===== config.mk =====
export PLATFORM = sky130hd
export DESIGN_NAME = mdu_seq
export DESIGN_NICKNAME = d
export VERILOG_FILES = /design/src/rtl/alu_pkg.sv /design/src/rtl/mdu_seq.sv
export SDC_FILE = /design/constraint.sdc
export NUM_CORES = 1
export LEC_CHECK = 0
export CORE_MARGIN = 2
export CORE_UTILIZATION = 60
export DETAILED_ROUTE_END_ITERATION = 8
export PLACE_DENSITY = 0.95
export SYNTH_ARGS = -nofsm -noshare
export SYNTH_HDL_FRONTEND = slang
export SYNTH_SLANG_ARGS = --single-unit
export TNS_END_PERCENT = 5

===== constraint.sdc =====
create_clock -name clk_i -period 4.2 [get_ports clk_i]
set_clock_uncertainty 0.05 [all_clocks]
set_input_delay 0.84 -clock clk_i [delete_from_list [all_inputs] [get_ports clk_i]]
set_output_delay 0.84 -clock clk_i [all_outputs]
set_load 0.01 [all_outputs]

===== src/rtl/alu_pkg.sv =====
// alu_pkg
// Shared definitions for the execute-stage ALU and the RV32M multiply/divide
// sequencer that borrows the ALU's carry-lookahead adder.
//   XLEN           : datapath width (only 32 is supported)
//   MDU_*          : RV32M funct3 encodings
//   mdu_state_t    : sequencer FSM states
//   opSignedA/B    : which operands are treated as two's complement per op
package alu_pkg;

    localparam int XLEN = 32;

    localparam logic [2:0] MDU_MUL    = 3'd0;
    localparam logic [2:0] MDU_MULH   = 3'd1;
    localparam logic [2:0] MDU_MULHSU = 3'd2;
    localparam logic [2:0] MDU_MULHU  = 3'd3;
    localparam logic [2:0] MDU_DIV    = 3'd4;
    localparam logic [2:0] MDU_DIVU   = 3'd5;
    localparam logic [2:0] MDU_REM    = 3'd6;
    localparam logic [2:0] MDU_REMU   = 3'd7;

    typedef enum logic [2:0] {
        IDLE,
        NEG_A,
        NEG_B,
        ITER,
        FIX_LO,
        FIX_HI,
        DONE
    } mdu_state_t;

    // rs1 is signed for MULH, MULHSU, DIV and REM
    function automatic logic opSignedA(input logic [2:0] op);
        return (op == MDU_MULH) || (op == MDU_MULHSU) ||
               (op == MDU_DIV)  || (op == MDU_REM);
    endfunction

    // rs2 is signed for MULH, DIV and REM (MULHSU keeps rs2 unsigned)
    function automatic logic opSignedB(input logic [2:0] op);
        return (op == MDU_MULH) || (op == MDU_DIV) || (op == MDU_REM);
    endfunction

endpackage


===== src/rtl/mdu_seq.sv =====
// mdu_seq
// Multi-cycle RV32M multiply/divide sequencer. Operands are made positive,
// 32 shift-add (multiply) or restoring-subtract (divide) steps run through
// the external shared adder, then the sign of the result is restored.
// Ports:
//   clk_i, rst_i                : clock, synchronous active-high reset
//   req_valid_i/req_ready_o     : request handshake (op_i, a_i, b_i)
//   flush_i                     : abandon any operation in flight
//   resp_valid_o/resp_ready_i   : response handshake (result_o)
//   busy_o                      : sequencer owns the shared adder
//   add_a_o/add_b_o/add_cin_o   : shared adder operands
//   add_sum_i/add_cout_i        : shared adder result, same cycle
module mdu_seq #(
    parameter int XLEN = 32
) (
    input  logic            clk_i,
    input  logic            rst_i,
    input  logic            req_valid_i,
    output logic            req_ready_o,
    input  logic [2:0]      op_i,
    input  logic [XLEN-1:0] a_i,
    input  logic [XLEN-1:0] b_i,
    input  logic            flush_i,
    output logic            resp_valid_o,
    input  logic            resp_ready_i,
    output logic [XLEN-1:0] result_o,
    output logic            busy_o,
    output logic [XLEN-1:0] add_a_o,
    output logic [XLEN-1:0] add_b_o,
    output logic            add_cin_o,
    input  logic [XLEN-1:0] add_sum_i,
    input  logic            add_cout_i
);
    import alu_pkg::*;

    mdu_state_t      r_state;
    mdu_state_t      w_next;

    logic [2:0]      r_op;
    logic            r_negA;
    logic            r_negB;
    logic [XLEN-1:0] r_hi;
    logic [XLEN-1:0] r_lo;
    logic [XLEN-1:0] r_div;
    logic [4:0]      r_cnt;
    logic            r_carry;
    logic [XLEN-1:0] r_result;

    logic            w_accept;
    logic            w_divByZero;
    logic            w_overflow;
    logic            w_special;
    logic [XLEN-1:0] w_specialResult;
    logic            w_isMul;
    logic            w_isRem;
    logic            w_signsDiffer;
    logic            w_fixLo;
    logic            w_fixHi;
    logic [XLEN-1:0] w_fixWord;
    logic [XLEN:0]   w_shifted;
    logic            w_trialOk;

    assign req_ready_o  = (r_state == IDLE);
    assign busy_o       = (r_state != IDLE);
    assign resp_valid_o = (r_state == DONE);
    assign result_o     = r_result;

    assign w_accept = req_valid_i & req_ready_o & ~flush_i;

    // Divide-by-zero and signed overflow have fixed answers, so they skip the
    // datapath entirely and respond one cycle after acceptance.
    assign w_divByZero = op_i[2] && (b_i == '0);
    assign w_overflow  = ((op_i == MDU_DIV) || (op_i == MDU_REM)) &&
                         (a_i == {1'b1, {(XLEN-1){1'b0}}}) && (b_i == '1);
    assign w_special   = w_divByZero | w_overflow;
    // REM/REMU by zero return the dividend; overflow DIV returns the dividend
    // too (0x8000_0000) while overflow REM returns zero.
    assign w_specialResult = w_divByZero ? (op_i[1] ? a_i : '1)
                                         : (op_i[1] ? '0  : a_i);

    assign w_isMul       = ~r_op[2];
    assign w_isRem       = r_op[2] & r_op[1];
    assign w_signsDiffer = r_negA ^ r_negB;

    // Sign restore: products and quotients take the XOR of operand signs,
    // remainders take the dividend's sign. Only the high product word ever
    // needs the second negation step.
    always_comb begin
        w_fixLo = 1'b0;
        w_fixHi = 1'b0;
        case (r_op)
            MDU_MULH, MDU_MULHSU: begin
                w_fixLo = w_signsDiffer;
                w_fixHi = w_signsDiffer;
            end
            MDU_DIV: w_fixLo = w_signsDiffer;
            MDU_REM: w_fixLo = r_negA;
            default: ;
        endcase
    end

    // Remainder lives in hi, quotient/low product in lo.
    assign w_fixWord = w_isRem ? r_hi : r_lo;

    // Restoring-division shift: remainder gets the next dividend bit from
    // the top of q; a 33rd bit survives when the remainder had its MSB set.
    assign w_shifted = {r_hi, r_lo[XLEN-1]};
    assign w_trialOk = w_shifted[XLEN] | add_cout_i;

    // State register
    always_ff @(posedge clk_i) begin
        if (rst_i) begin
            r_state <= IDLE;
        end else begin
            r_state <= w_next;
        end
    end

    // Next-state logic and shared-adder drive, all from registered state
    always_comb begin
        w_next    = r_state;
        add_a_o   = '0;
        add_b_o   = '0;
        add_cin_o = 1'b0;
        case (r_state)
            IDLE: begin
                if (w_accept) begin
                    w_next = w_special ? DONE : NEG_A;
                end
            end
            NEG_A: begin
                add_a_o   = r_negA ? ~r_lo : r_lo;
                add_cin_o = r_negA;
                w_next    = NEG_B;
            end
            NEG_B: begin
                add_a_o   = r_negB ? ~r_div : r_div;
                add_cin_o = r_negB;
                w_next    = ITER;
            end
            ITER: begin
                if (w_isMul) begin
                    add_a_o = r_hi;
                    add_b_o = r_lo[0] ? r_div : '0;
                end else begin
                    add_a_o   = w_shifted[XLEN-1:0];
                    add_b_o   = ~r_div;
                    add_cin_o = 1'b1;
                end
                if (r_cnt == 5'd31) begin
                    w_next = FIX_LO;
                end
            end
            FIX_LO: begin
                add_a_o   = w_fixLo ? ~w_fixWord : w_fixWord;
                add_cin_o = w_fixLo;
                w_next    = FIX_HI;
            end
            FIX_HI: begin
                add_a_o   = w_fixHi ? ~r_hi : r_hi;
                add_cin_o = w_fixHi & r_carry;
                w_next    = DONE;
            end
            DONE: begin
                if (resp_ready_i) begin
                    w_next = IDLE;
                end
            end
            default: w_next = IDLE;
        endcase
        if (flush_i && (r_state != IDLE)) begin
            w_next = IDLE;
        end
    end

    // Datapath registers: operand capture, magnitude conversion, iteration
    // and sign restore, each step consuming the adder result of its cycle.
    always_ff @(posedge clk_i) begin
        if (rst_i) begin
            r_op     <= '0;
            r_negA   <= 1'b0;
            r_negB   <= 1'b0;
            r_hi     <= '0;
            r_lo     <= '0;
            r_div    <= '0;
            r_cnt    <= '0;
            r_carry  <= 1'b0;
            r_result <= '0;
        end else begin
            case (r_state)
                IDLE: begin
                    if (w_accept) begin
                        r_op   <= op_i;
                        r_negA <= opSignedA(op_i) & a_i[XLEN-1];
                        r_negB <= opSignedB(op_i) & b_i[XLEN-1];
                        r_hi   <= '0;
                        r_lo   <= a_i;
                        r_div  <= b_i;
                        r_cnt  <= '0;
                        if (w_special) begin
                            r_result <= w_specialResult;
                        end
                    end
                end
                NEG_A: r_lo  <= add_sum_i;
                NEG_B: r_div <= add_sum_i;
                ITER: begin
                    r_cnt <= r_cnt + 5'd1;
                    if (w_isMul) begin
                        {r_hi, r_lo} <= {add_cout_i, add_sum_i, r_lo[XLEN-1:1]};
                    end else begin
                        r_hi <= w_trialOk ? add_sum_i : w_shifted[XLEN-1:0];
                        r_lo <= {r_lo[XLEN-2:0], w_trialOk};
                    end
                end
                FIX_LO: begin
                    if (w_isRem) begin
                        r_hi <= add_sum_i;
                    end else begin
                        r_lo <= add_sum_i;
                    end
                    r_carry <= add_cout_i;
                end
                FIX_HI: begin
                    if (!flush_i) begin
                        case (r_op)
                            MDU_MUL:                          r_result <= r_lo;
                            MDU_MULH, MDU_MULHSU, MDU_MULHU:  r_result <= add_sum_i;
                            MDU_DIV, MDU_DIVU:                r_result <= r_lo;
                            default:                          r_result <= r_hi;
                        endcase
                    end
                end
                default: ;
            endcase
        end
    end

endmodule

* Word-level counts from Yosys, hierarchy flattened *
Index checks and enable logic that the tools add are counted.

storage, ports and cells
  bits of input ports = 105
  register bits = 142

cells by class
  bitwise gates (word level) = 14
  equality and inequality tests = 26
  reductions and logical operators = 31
  muxes and demuxes = 40
  $add $sub $neg = 1

operator list
  kind                    number
  $mux W32                23
  $pmux W32 S2            3
  $pmux W32 S5            1
  $not A32 Y32            4
  $pmux W32 S4            1
  $pmux W32 S3            1
  $eq A32 B32 Y1 const B  2
  $logic_not A32 Y1       1
  $eq A3 B3 Y1 const B    8
  $pmux W3 S7             1
  $eq A3 B2 Y1 const B    5
  $mux W3                 4
  $pmux W5 S2             1
  $eq A3 B1 Y1 const B    3
  $reduce_and A3 Y1       3
  $reduce_or A3 Y1        3
  $ne A2 B2 Y1 const B    4
  $and A1 B1 Y1           6
  $logic_not A3 Y1        2
  $logic_or A1 B1 Y1      6
  $ne A2 B1 Y1 const B    3
  $reduce_and A2 Y1       3
  $reduce_bool A2 Y1      3
  $reduce_bool A3 Y1      2
  13 further kinds        19

* Logic depth before layout (Yosys ltp) *
Gate-level depths: netlist of run 1.

  depth in word-level cells = 8
  depth in mapped cells = 12
  mapped depth without buffers = 8

* Least setup slack after synthesis of run 1 *
OpenSTA, ideal clock, no wires.

  path kind = register -> output
  start = register r_op[0]
  end = output add_a_o[0]
  slack = 1.422 ns
  stages on the path, launching flop included = 9
  data arrival time = 1.888 ns
  data required time = 3.310 ns
  cells stage by stage = dfxtp_1 > or2_1 > clkbuf_1 > o21ai_1 > nor3_2 > buf_2 > xnor2_1 > nand2_1 > a21oi_1

between the ends
  word-level cells in the longest chain between the ends = 5

ends and longest elaborated chain
  element                                                         RTL line                        text
  from (decl)                                                     mdu_seq.sv:39                   logic [2:0] r_op;
  from (signal assigned)                                          mdu_seq.sv:193                  r_op <= op_i;
  $eq A3 B3 Y1, or another cell as far along                      mdu_seq.sv:91                   case (r_op)
  $reduce_or A3 Y1 (no line) or $reduce_or A2 Y1 (tied branches)  n/a
  $pmux W1 S2 or $mux W1 (tied branches)                          mdu_seq.sv:91
  $mux W32, on equally long branches                              mdu_seq.sv:155, mdu_seq.sv:160
  $pmux W32 S5 *                                                  mdu_seq.sv:125                  case (r_state)
  to (decl)                                                       mdu_seq.sv:28                   output logic [XLEN-1:0] add_a_o,

Mark *: on every way between the ends. The rest lies on a longest branch, timed or not.

* Worst setup path in the final report of run 1 *
  start = register r_state[2]
  end = output add_a_o[30]

between the ends
  word-level cells in the longest chain between the ends = 2

ends and longest elaborated chain
  element                                     RTL line        text
  from (decl)                                 mdu_seq.sv:36   mdu_state_t r_state;
  from (signal assigned)                      mdu_seq.sv:115  r_state <= w_next;
  $eq A3 B3 Y1, or another cell as far along  mdu_seq.sv:125
  $pmux W32 S5 *                              mdu_seq.sv:125

Marked as above.

==> impl_metrics.yaml, run 1 <==
job:
  maxCapViolations: 0
synthesis:
  synth_top_area_cell: "dfxtp_1"
  avgSynthCellArea_um2: 7.84
  synth_enable_flop_cells: 0
  ys_seq_area_frac: 0.226
  synth_warnings: 0
  synth_flop_cell: "dfxtp_1"
  synth-async-reset-ratio: 0
  yosysTopAreaCellShare: 0.226
  syn_inst: 1603
  syn_nets: 1712
  syn_area_um2: 12600
  synth_cell_types: 64
  ys_seq_elements: 142
  synth.area.top_cells: "dfxtp_1 23%, mux2i_1 15%, nor2_1 6.5%, a211oi_1 5.9%, a21oi_1 5.1%"
layout:
  finalInstanceArea_um2: 15000
  drive_above_1_share: 0.0751
  fill_cells: 1423
  synthToLayoutAreaGrowth_pct: 19.0
  final_cell_mix: "214 x nor2_1, 203 x clkdlybuf4s50_1, 192 x mux2i_1, 139 x dfxtp_1, 128 x a21oi_1"
  multi_input_area_um2: 8810
  regArea_um2: 2850
  final_common_cell: "nor2_1"
  fin_util: 0.734
  fin_nets: 1761
  antenna_cells: 0
critical_path:
  worst_setup_path_start_kind: "flip-flop"
  path_class: "reg2out"
  endpoint_kind: "output pin"
  r2r-start: "r_state[2]"
  cp_data_required_time_ps: 3310
  crit_family: "simple AND/OR/NAND/NOR gates"
  cpMaxStageDelayCell: "dfxtp_1"
  max_stage_delay_ps: 690
  path_cells: "nand2b_1 > or2_2 > o22ai_1 > a221oi_1 > a21oi_1 > clkdlybuf4s50_1"
  cp.arrival_ps: 3230
  worstPathMaxFanout: 22
  startpoint: "r_state[2]"
  cp_num_buf_inv: 1
global_route:
  grt_pass1_vias: 12400
  gr-usage-all-layers: 0.392
  grt_overflow: 0
  grt_start_max_net_pins: 82
  antenna_found_initial: 0
  grt_pass1_wl_um: 69700
timing:
  postLayoutSetupSlackWorst_ps: 79.9
  tightest_slew_ps: 1260
  maxSlewHeadroom: 0.162
  finalHoldViolCount: 0
  setup_viol_count_final: 0
  drv_slew: 0
  fin_crit_ps: 4120
  finalSetupTns_ps: 0
  post-route-period-util: 0.981
  rsz0062_at_grt: "no"
  fmax_mhz: 243
run_status:
  violations: "DRC"
  status: "finished with violations"
placement:
  dp_slack_ps: 320
  dpl_cell_area_um2: 14400
  routabilityCongestion: 0.981
  portBuffers: 204
  place_hpwl_um: 30600
cts:
  htree_num_levels: 4
  cts_made_buffers: 17
  cts_sinks: 142
  tritoncts: "built"
  clock_latency_ps: 430
  postCtsHoldBufs: 0
  cts-root-buf: "clkbuf_16"
  cts.clk_slew.worst_paths_ps: 60
  clk_path_buf_depth: 2
route:
  wl_per_cell_um: 23.4
  ant_nets: 0
  drc: 1
  dr.pass1.iters: 9
  via_per_inst: 7.02
  via_count: 13600
  drt_iter0_drc: 2789
  wirelength_um: 45300
die:
  core_region_area_um2: 20400
  die_w_um: 149
  io_pins: 205
  initial_utilization: 0.617
  rows: 52
  dieArea_um2: 22100
  dieHeight_um: 149
pwr:
  swShare: 0.354
  p_per_area_nw_per_um2: 306
  p_switching_mw: 1.62
  p_leak_nw: 5.15
  clockPowerShare: 0.347
  peakVddDrop_uv: 255
  p_int_mw: 2.95
  seqPwrFrac: 0.373
  pwr-share-comb: 0.280
hold_path:
  min-delay-start: "r_cnt[4]"
  hold_class: "reg2reg"
==> sequential cells by signal, summed over array words and instances (netlist names) <==
signal    flops
r_lo         32
r_state       3
r_cnt         5
r_carry       1
r_negB        1
r_negA        1
r_div        32
result_o     32
r_op          3
r_hi         32
==> cells in the mapped netlist (all sizes together) (3+ instances only) <==
master and instances:
nor2 219, mux2i 192, dfxtp 142, a21oi 138
clkbuf 130, a211oi 99, buf 83, nand2 82
xnor2 66, xor2 65, a221oi 64, o21ai 57
o22ai 48, maj3 33, nor3 24, nand2b 21
a2111oi 17, o211ai 17, a311oi 16, o221ai 15
nor4 12, nand3 7, and3 6, nand4 6
inv 5, a22oi 4, ha 4, nand4b 3
nor4b 3
==> metal layers <==
metal / routed length (um) / GRT usage / up-vias
met5: 0 / 0 / -
met4: 1690 / 0.142 / 0
met3: 7440 / 0.104 / 165
met2: 18600 / 0.561 / 1208
met1: 17600 / 0.565 / 6243
li1: - / - / 5969
==> worst paths after layout <==
path / end / slack [ps] / cells past startpoint
setup / recovery: add_a_o[30] / 80 / 6
hold / removal: r_cnt[4] / 430 / 2
setup reg to reg: result_o[11] / 780 / 6
hold reg to reg: r_cnt[4] / 430 / 2
==> power groups by stage <==
| stage | clock network [mW] | logic, mW | registers (mW) |
|---|---|---|---|
| 5_1_grt | 1.62 | 1.36 | 1.71 |
| 3_3_place_gp | 0 | 1.19 | 1.71 |
| 3_5_place_dp | 0 | 1.23 | 1.71 |
| 4_1_cts | 1.57 | 1.24 | 1.68 |
| 2_1_floorplan | 0 | 0.966 | 1.57 |
| 6_report | 1.58 | 1.28 | 1.71 |
==> layout make-up <==
cell class | instances | area share
multi-input cells | 1243 | 0.589
clock inverters | 14 | 0.0112
repair buffers | 242 | 0.156
well taps | 270 | 0.0226
inverters | 6 | 0.00151
clock buffers | 17 | 0.0285
flip-flops and latches | 142 | 0.191
==> cells by family after synthesis <==
group,Yosys count,synth area share
xor gates and xnor gates,131,0.0913
adders and majority gates,37,0.0303
buffers and inverters,219,0.0770
AOI/OAI and AO/OA,484,0.282
DFF,142,0.226
muxes,193,0.154
and+or+nand+nor,397,0.140
==> worst register-to-register path, cell delays in order (launching register included) <==
cell	delay (ps)
dfxtp_1	690
and3_2	820
buf_4	470
nand2b_1	460
nor3_1	600
a2111oi_4	110
a21oi_2	150
==> stage by stage <==
stage,std cells,total power [mW],hold WS (ps)
CTS,1933,4.49,422
global route,1934,4.70,448
detailed placement,1902,2.93,414
global placement,1902,2.90,398
floorplan,1603,2.54,387
finish,1934,4.57,427
==> timing repair <==
item                                    CTS  global route
endpoints found under the hold margin     0             0
gates resized for setup                   0             1
setup buffers                             0             0
endpoints found under the setup margin    0             7
Note: power is estimated with default switching activity, not from simulation.
==> run 2, diff against run 1 <==
--- a/config.mk
+++ b/config.mk
@@ -8,6 +8,7 @@
 export CORE_MARGIN = 2
 export CORE_UTILIZATION = 60
 export DETAILED_ROUTE_END_ITERATION = 8
+export GPL_TIMING_DRIVEN = 0
 export PLACE_DENSITY = 0.95
 export SYNTH_ARGS = -nofsm -noshare
 export SYNTH_HDL_FRONTEND = slang
==> run 2 against run 1 <==
Sequential share of layout area fell by 0.74 points; combinational power rose by 20%; via count rose by 4.7%; die area did not move; critical endpoint is now add_a_o[16]; the flow finishes with violations (setup timing); wire length rose by 16%; utilization rose by 2.8 points; maximum frequency fell by 5.7%; sequential cell count did not move; first-iteration DRC count fell by 22%; final cell count rose by 8.9%; clock power fell by 6%; total power rose by 0.81%.
==> impl_metrics.yaml, run 2 (synthesis gave the netlist of run 1 again) <==
critical_path:
  cp_data_required_time_ps: 3310
  crit_family: "buffers and inverters"
  rrSetupSlack_ps: 1500
  r2r-start: "r_state[0]"
  path_common_cell: "clkbuf_1"
  worst_setup_path_start_kind: "flip-flop"
  crit_cells: 8
  path_class: "reg2out"
  path_cells: "nand2b_1 > or2_1 > clkbuf_1 > clkbuf_1 > o22ai_1 > a221oi_1 > a21oi_1 > clkdlybuf4s50_1"
  cpMaxStageDelayCell: "clkbuf_1"
  endpoint_kind: "output pin"
  cp_num_buf_inv: 3
  worstPathMaxFanout: 10
  startpoint: "r_state[2]"
  ff2ff_path_depth: 7
  cp.arrival_ps: 3480
  worstReg2RegEnd: "r_lo[20]"
  max_stage_delay_ps: 580
layout:
  drive_above_1_share: 0.0866
  synthToLayoutAreaGrowth_pct: 23.5
  stdcell_count: 2107
  final_cell_mix: "217 x nor2_1, 202 x clkdlybuf4s50_1, 192 x mux2i_1, 142 x dfxtp_1, 128 x a21oi_1"
  final_common_cell: "nor2_1"
  antenna_cells: 0
  fin_nets: 1933
  fin_util: 0.762
  finalInstanceArea_um2: 15500
  fill_cells: 1580
global_route:
  grt_start_max_net_pins: 20
  gr-usage-all-layers: 0.463
  grt_pass1_vias: 13600
  grt_overflow: 0
  grt_pass1_wl_um: 78500
  antenna_found_initial: 2
route:
  via_count: 14200
  via_per_inst: 6.75
  wl_per_cell_um: 24.8
  dr.pass1.iters: 6
  drt_iter0_drc: 2180
  ant_nets: 0
  drc: 0
  wirelength_um: 52400
cts:
  cts.clk_slew.worst_paths_ps: 60
  clock_latency_ps: 440
  postCtsHoldBufs: 0
  cts-root-buf: "clkbuf_16"
  tritoncts: "built"
  cts_sinks: 142
  htree_num_levels: 4
  clk_path_buf_depth: 2
  cts_made_buffers: 17
timing:
  tightest_slew_ps: 1080
  post-route-period-util: 1.04
  drv_slew: 0
  setup_viol_count_final: 19
  finalHoldViolCount: 0
  fmax_mhz: 229
  maxSlewHeadroom: 0.274
  rsz0062_at_grt: "yes"
  fin_crit_ps: 4370
  postLayoutSetupSlackWorst_ps: -171
placement:
  dp_slack_ps: 229
  placed_cells: 2075
  dpl_cell_area_um2: 14900
  routabilityCongestion: 1.05
  portBuffers: 202
  place_hpwl_um: 40400
pwr:
  p_leak_nw: 5.50
  p_per_area_nw_per_um2: 297
  peakVddDrop_uv: 299
  p_total_mw: 4.61
die:
  initial_utilization: 0.617
  dieHeight_um: 149
  rows: 52
  io_pins: 205
  die_w_um: 149
  core_region_area_um2: 20400
  dieArea_um2: 22100
hold_path:
  worstHoldPathCells: 2
  hold_class: "reg2reg"
  hold-path-endpoint: "r_carry"
  min-delay-start: "r_carry"
run_status:
  violations: "setup timing"
  status: "finished with violations"
job:
  maxCapViolations: 0
==> run 2: routing by layer <==
metal  share of wire  global-route usage  vias to the layer above
met5         0.00034                   0                        -
met4           0.051               0.234                        2
met3            0.16               0.153                      233
met2            0.42               0.701                     1197
met1            0.37               0.589                     6483
li1                -                   -                     6315
==> run 2: worst max path at each step <==
stage | end | slack [ps]
after floorplan | add_a_o[0] | 1420
after global placement | add_b_o[12] | 270
after detailed placement | add_b_o[8] | 230
after CTS | add_a_o[16] | -40
after global routing | add_a_o[18] | -140
final | add_a_o[16] | -170
==> run 2: through the flow <==
step	setup TNS, ps	hold slack, ps
after detailed placement	0	398
after global routing	-1730	446
final	-1140	405
after CTS	-61.3	407
after floorplan	0	387
after global placement	0	396
==> run 2: cell type report <==
type	count	area (um^2)	area share
clock inverters	14	134	0.00863
inverters	6	22.5	0.00145
clock buffers	18	429	0.0277
flip-flops and latches	142	2840	0.183
well taps	270	338	0.0218
plain buffers	212	955	0.0615
repair buffers	203	2030	0.131
multi-input cells	1242	8770	0.565
==> run 2: what timing repair did <==
action / CTS / global route
setup buffers: 0 / 1
pin swaps: 0 / 1
gates resized for setup: 4 / 13
endpoints found under the setup margin: 53 / 63
gates cloned: 0 / 0
==> run 2: report_power, final <==
part | internal [mW] | total, mW | switching [mW]
combinational | 0.609 | 1.53 | 0.925
sequential | 1.46 | 1.58 | 0.122
clock | 0.824 | 1.49 | 0.668
total | 2.89 | 4.61 | 1.72
==> run 2: worst min-delay path: cells and delay by family, from the launching register on <==
family	cells	cell delay, ps
AND/OR/NAND/NOR	1	50
AO/OA/AOI/OAI	1	50
flip-flops	1	310
==> run 3, diff against run 2 <==
--- a/config.mk
+++ b/config.mk
@@ -6,10 +6,11 @@
 export NUM_CORES = 1
 export LEC_CHECK = 0
 export CORE_MARGIN = 2
-export CORE_UTILIZATION = 60
+export CORE_UTILIZATION = 62
 export DETAILED_ROUTE_END_ITERATION = 8
+export DONT_BUFFER_PORTS = 1
 export GPL_TIMING_DRIVEN = 0
-export PLACE_DENSITY = 0.95
+export PLACE_DENSITY = 0.89
 export SYNTH_ARGS = -nofsm -noshare
 export SYNTH_HDL_FRONTEND = slang
 export SYNTH_SLANG_ARGS = --single-unit
==> run 3 against run 2 <==
The flow now finishes without violations; wire length decreased by 8.4%; utilization decreased by 9.1 points; register-to-register slack got worse by 50 ps; count of clock-buffer cells in the layout unchanged; sequential power about the same; sequential share of layout area increased by 2.8 points; global-route usage decreased by 3.0 points; die area decreased by 3.1%; clock power about the same; via count decreased by 6.9%; maximum frequency increased by 7.3%; critical path depth decreased by 1; critical endpoint is now add_a_o[18]; highest routed layer unchanged.
==> impl_metrics.yaml, run 3 (synthesis gave the netlist of run 1 again) <==
critical_path:
  endpoint_kind: "output pin"
  cpMaxStageDelayCell: "clkbuf_1"
  crit_family: "buffers and inverters"
  worst_setup_path_start_kind: "flip-flop"
  cp.arrival_ps: 3180
  worstPathMaxFanout: 10
  cp_data_required_time_ps: 3310
  path_common_cell: "clkbuf_1"
  cp_num_buf_inv: 3
  path_cells: "clkbuf_1 > clkbuf_1 > buf_2 > mux2i_1 > o22ai_1 > a221oi_1 > a21oi_1"
  max_stage_delay_ps: 540
  path_class: "reg2out"
cts:
  postCtsHoldBufs: 0
  clk_path_buf_depth: 2
  cts_sinks: 142
  cts.clk_slew.worst_paths_ps: 60
  post_cts_buffers: 0
  htree_num_levels: 4
  cts_made_buffers: 17
  clock_latency_ps: 440
  cts-root-buf: "clkbuf_16"
  ctsResizeCount: 0
  tritoncts: "built"
die:
  dieArea_um2: 21400
  dieHeight_um: 146
  initial_utilization: 0.627
  rows: 52
  die_w_um: 146
  io_pins: 205
  core_region_area_um2: 20000
pwr:
  p_leak_nw: 4.71
  p_switching_mw: 1.57
  swShare: 0.362
  peakVddDrop_uv: 287
  p_per_area_nw_per_um2: 322
  seqPwrFrac: 0.368
  p_int_mw: 2.76
  pwr-share-comb: 0.294
  clockPowerShare: 0.339
route:
  wl_per_cell_um: 25.2
  drc: 0
  via_per_inst: 6.95
  ant_nets: 0
  wirelength_um: 47900
  dr.pass1.iters: 6
  drt_iter0_drc: 1932
  via_count: 13200
layout:
  drive_above_1_share: 0.0906
  synthToLayoutAreaGrowth_pct: 7.06
  finalInstanceArea_um2: 13500
  stdcell_count: 1905
  fin_nets: 1730
  fin_util: 0.671
  final_common_cell: "nor2_1"
  final_cell_mix: "217 x nor2_1, 192 x mux2i_1, 142 x dfxtp_1, 128 x a21oi_1, 116 x clkbuf_1"
global_route:
  grt_start_max_net_pins: 17
  gr-usage-all-layers: 0.433
  grt_overflow: 0
  antenna_found_initial: 3
  grt_pass1_vias: 12300
  grt_pass1_wl_um: 72100
timing:
  finalSetupTns_ps: 0
  post-route-period-util: 0.970
  finalHoldViolCount: 0
  rsz0062_at_grt: "no"
  tightest_slew_ps: 1010
  maxSlewHeadroom: 0.320
  fin_crit_ps: 4070
  drv_slew: 0
  setup_viol_count_final: 0
  fmax_mhz: 245
job:
  maxCapViolations: 0
hold_path:
  hold_class: "reg2reg"
run_status:
  status: "finished clean"
placement:
  placed_cells: 1873
  dpl_cell_area_um2: 12900
  portBuffers: 0
  place_hpwl_um: 36900
  routabilityCongestion: 1.06
## run 3: changes by cell type in the layout (fill, tap and decap cells not counted), sizes merged
cell,delta
clkinvlp,+2
diode,+2
inv,-3
clkdlybuf4s50,-202
buf,+2
clkbuf,-3
## run 3: worst reg2reg max path, delay by kind of cell (launching register included)
kind | cells | cell delay, ps
AO/OA/AOI/OAI | 2 | 450
flip-flops | 1 | 330
buffers and inverters | 2 | 660
AND/OR/NAND/NOR | 4 | 1160
## run 3: stage by stage
stage / power (mW) / setup WS, ps / hold WS [ps]
floorplan: 2.54 / 1420 / 387
global placement: 2.80 / 713 / 398
detailed placement: 2.83 / 660 / 426
CTS: 4.25 / 171 / 436
global route: 4.46 / 16.4 / 453
finish: 4.33 / 126 / 438
## run 3: routing by layer
layer	up-vias	wire length (um)	global-route usage	part of all wire
met5	-	12	0	0.00025
met4	2	2240	0.194	0.047
met3	213	7520	0.128	0.16
met2	1115	20600	0.666	0.43
met1	6015	17600	0.562	0.37
li1	5898	-	-	-
## run 3: path summary, 6_finish.rpt
path	start	end	slack (ps)	depth (start not counted)
min reg2reg	r_carry	r_carry	440	2
max	r_op[2]	add_a_o[18]	130	7
min	r_carry	r_carry	440	2
max reg2reg	r_state[1]	r_lo[2]	1450	8
## run 3: area by class of cell
type	count	area, um^2
Multi-Input combinational cell	1242	8760
Sequential cell	142	2840
Clock inverter	13	119
Clock buffer	18	429
Fill cell	1719	6580
Tap cell	270	338
Antenna cell	2	5.00
Inverter	6	22.5
Buffer	212	941
## run 3: power groups by stage
| stage | clock, mW | sequential, mW | combinational (mW) |
|---|---|---|---|
| 2_1_floorplan | 0 | 1.57 | 0.966 |
| 3_3_place_gp | 0 | 1.61 | 1.19 |
| 3_5_place_dp | 0 | 1.61 | 1.22 |
| 4_1_cts | 1.44 | 1.58 | 1.23 |
| 5_1_grt | 1.50 | 1.60 | 1.36 |
| 6_report | 1.46 | 1.59 | 1.27 |
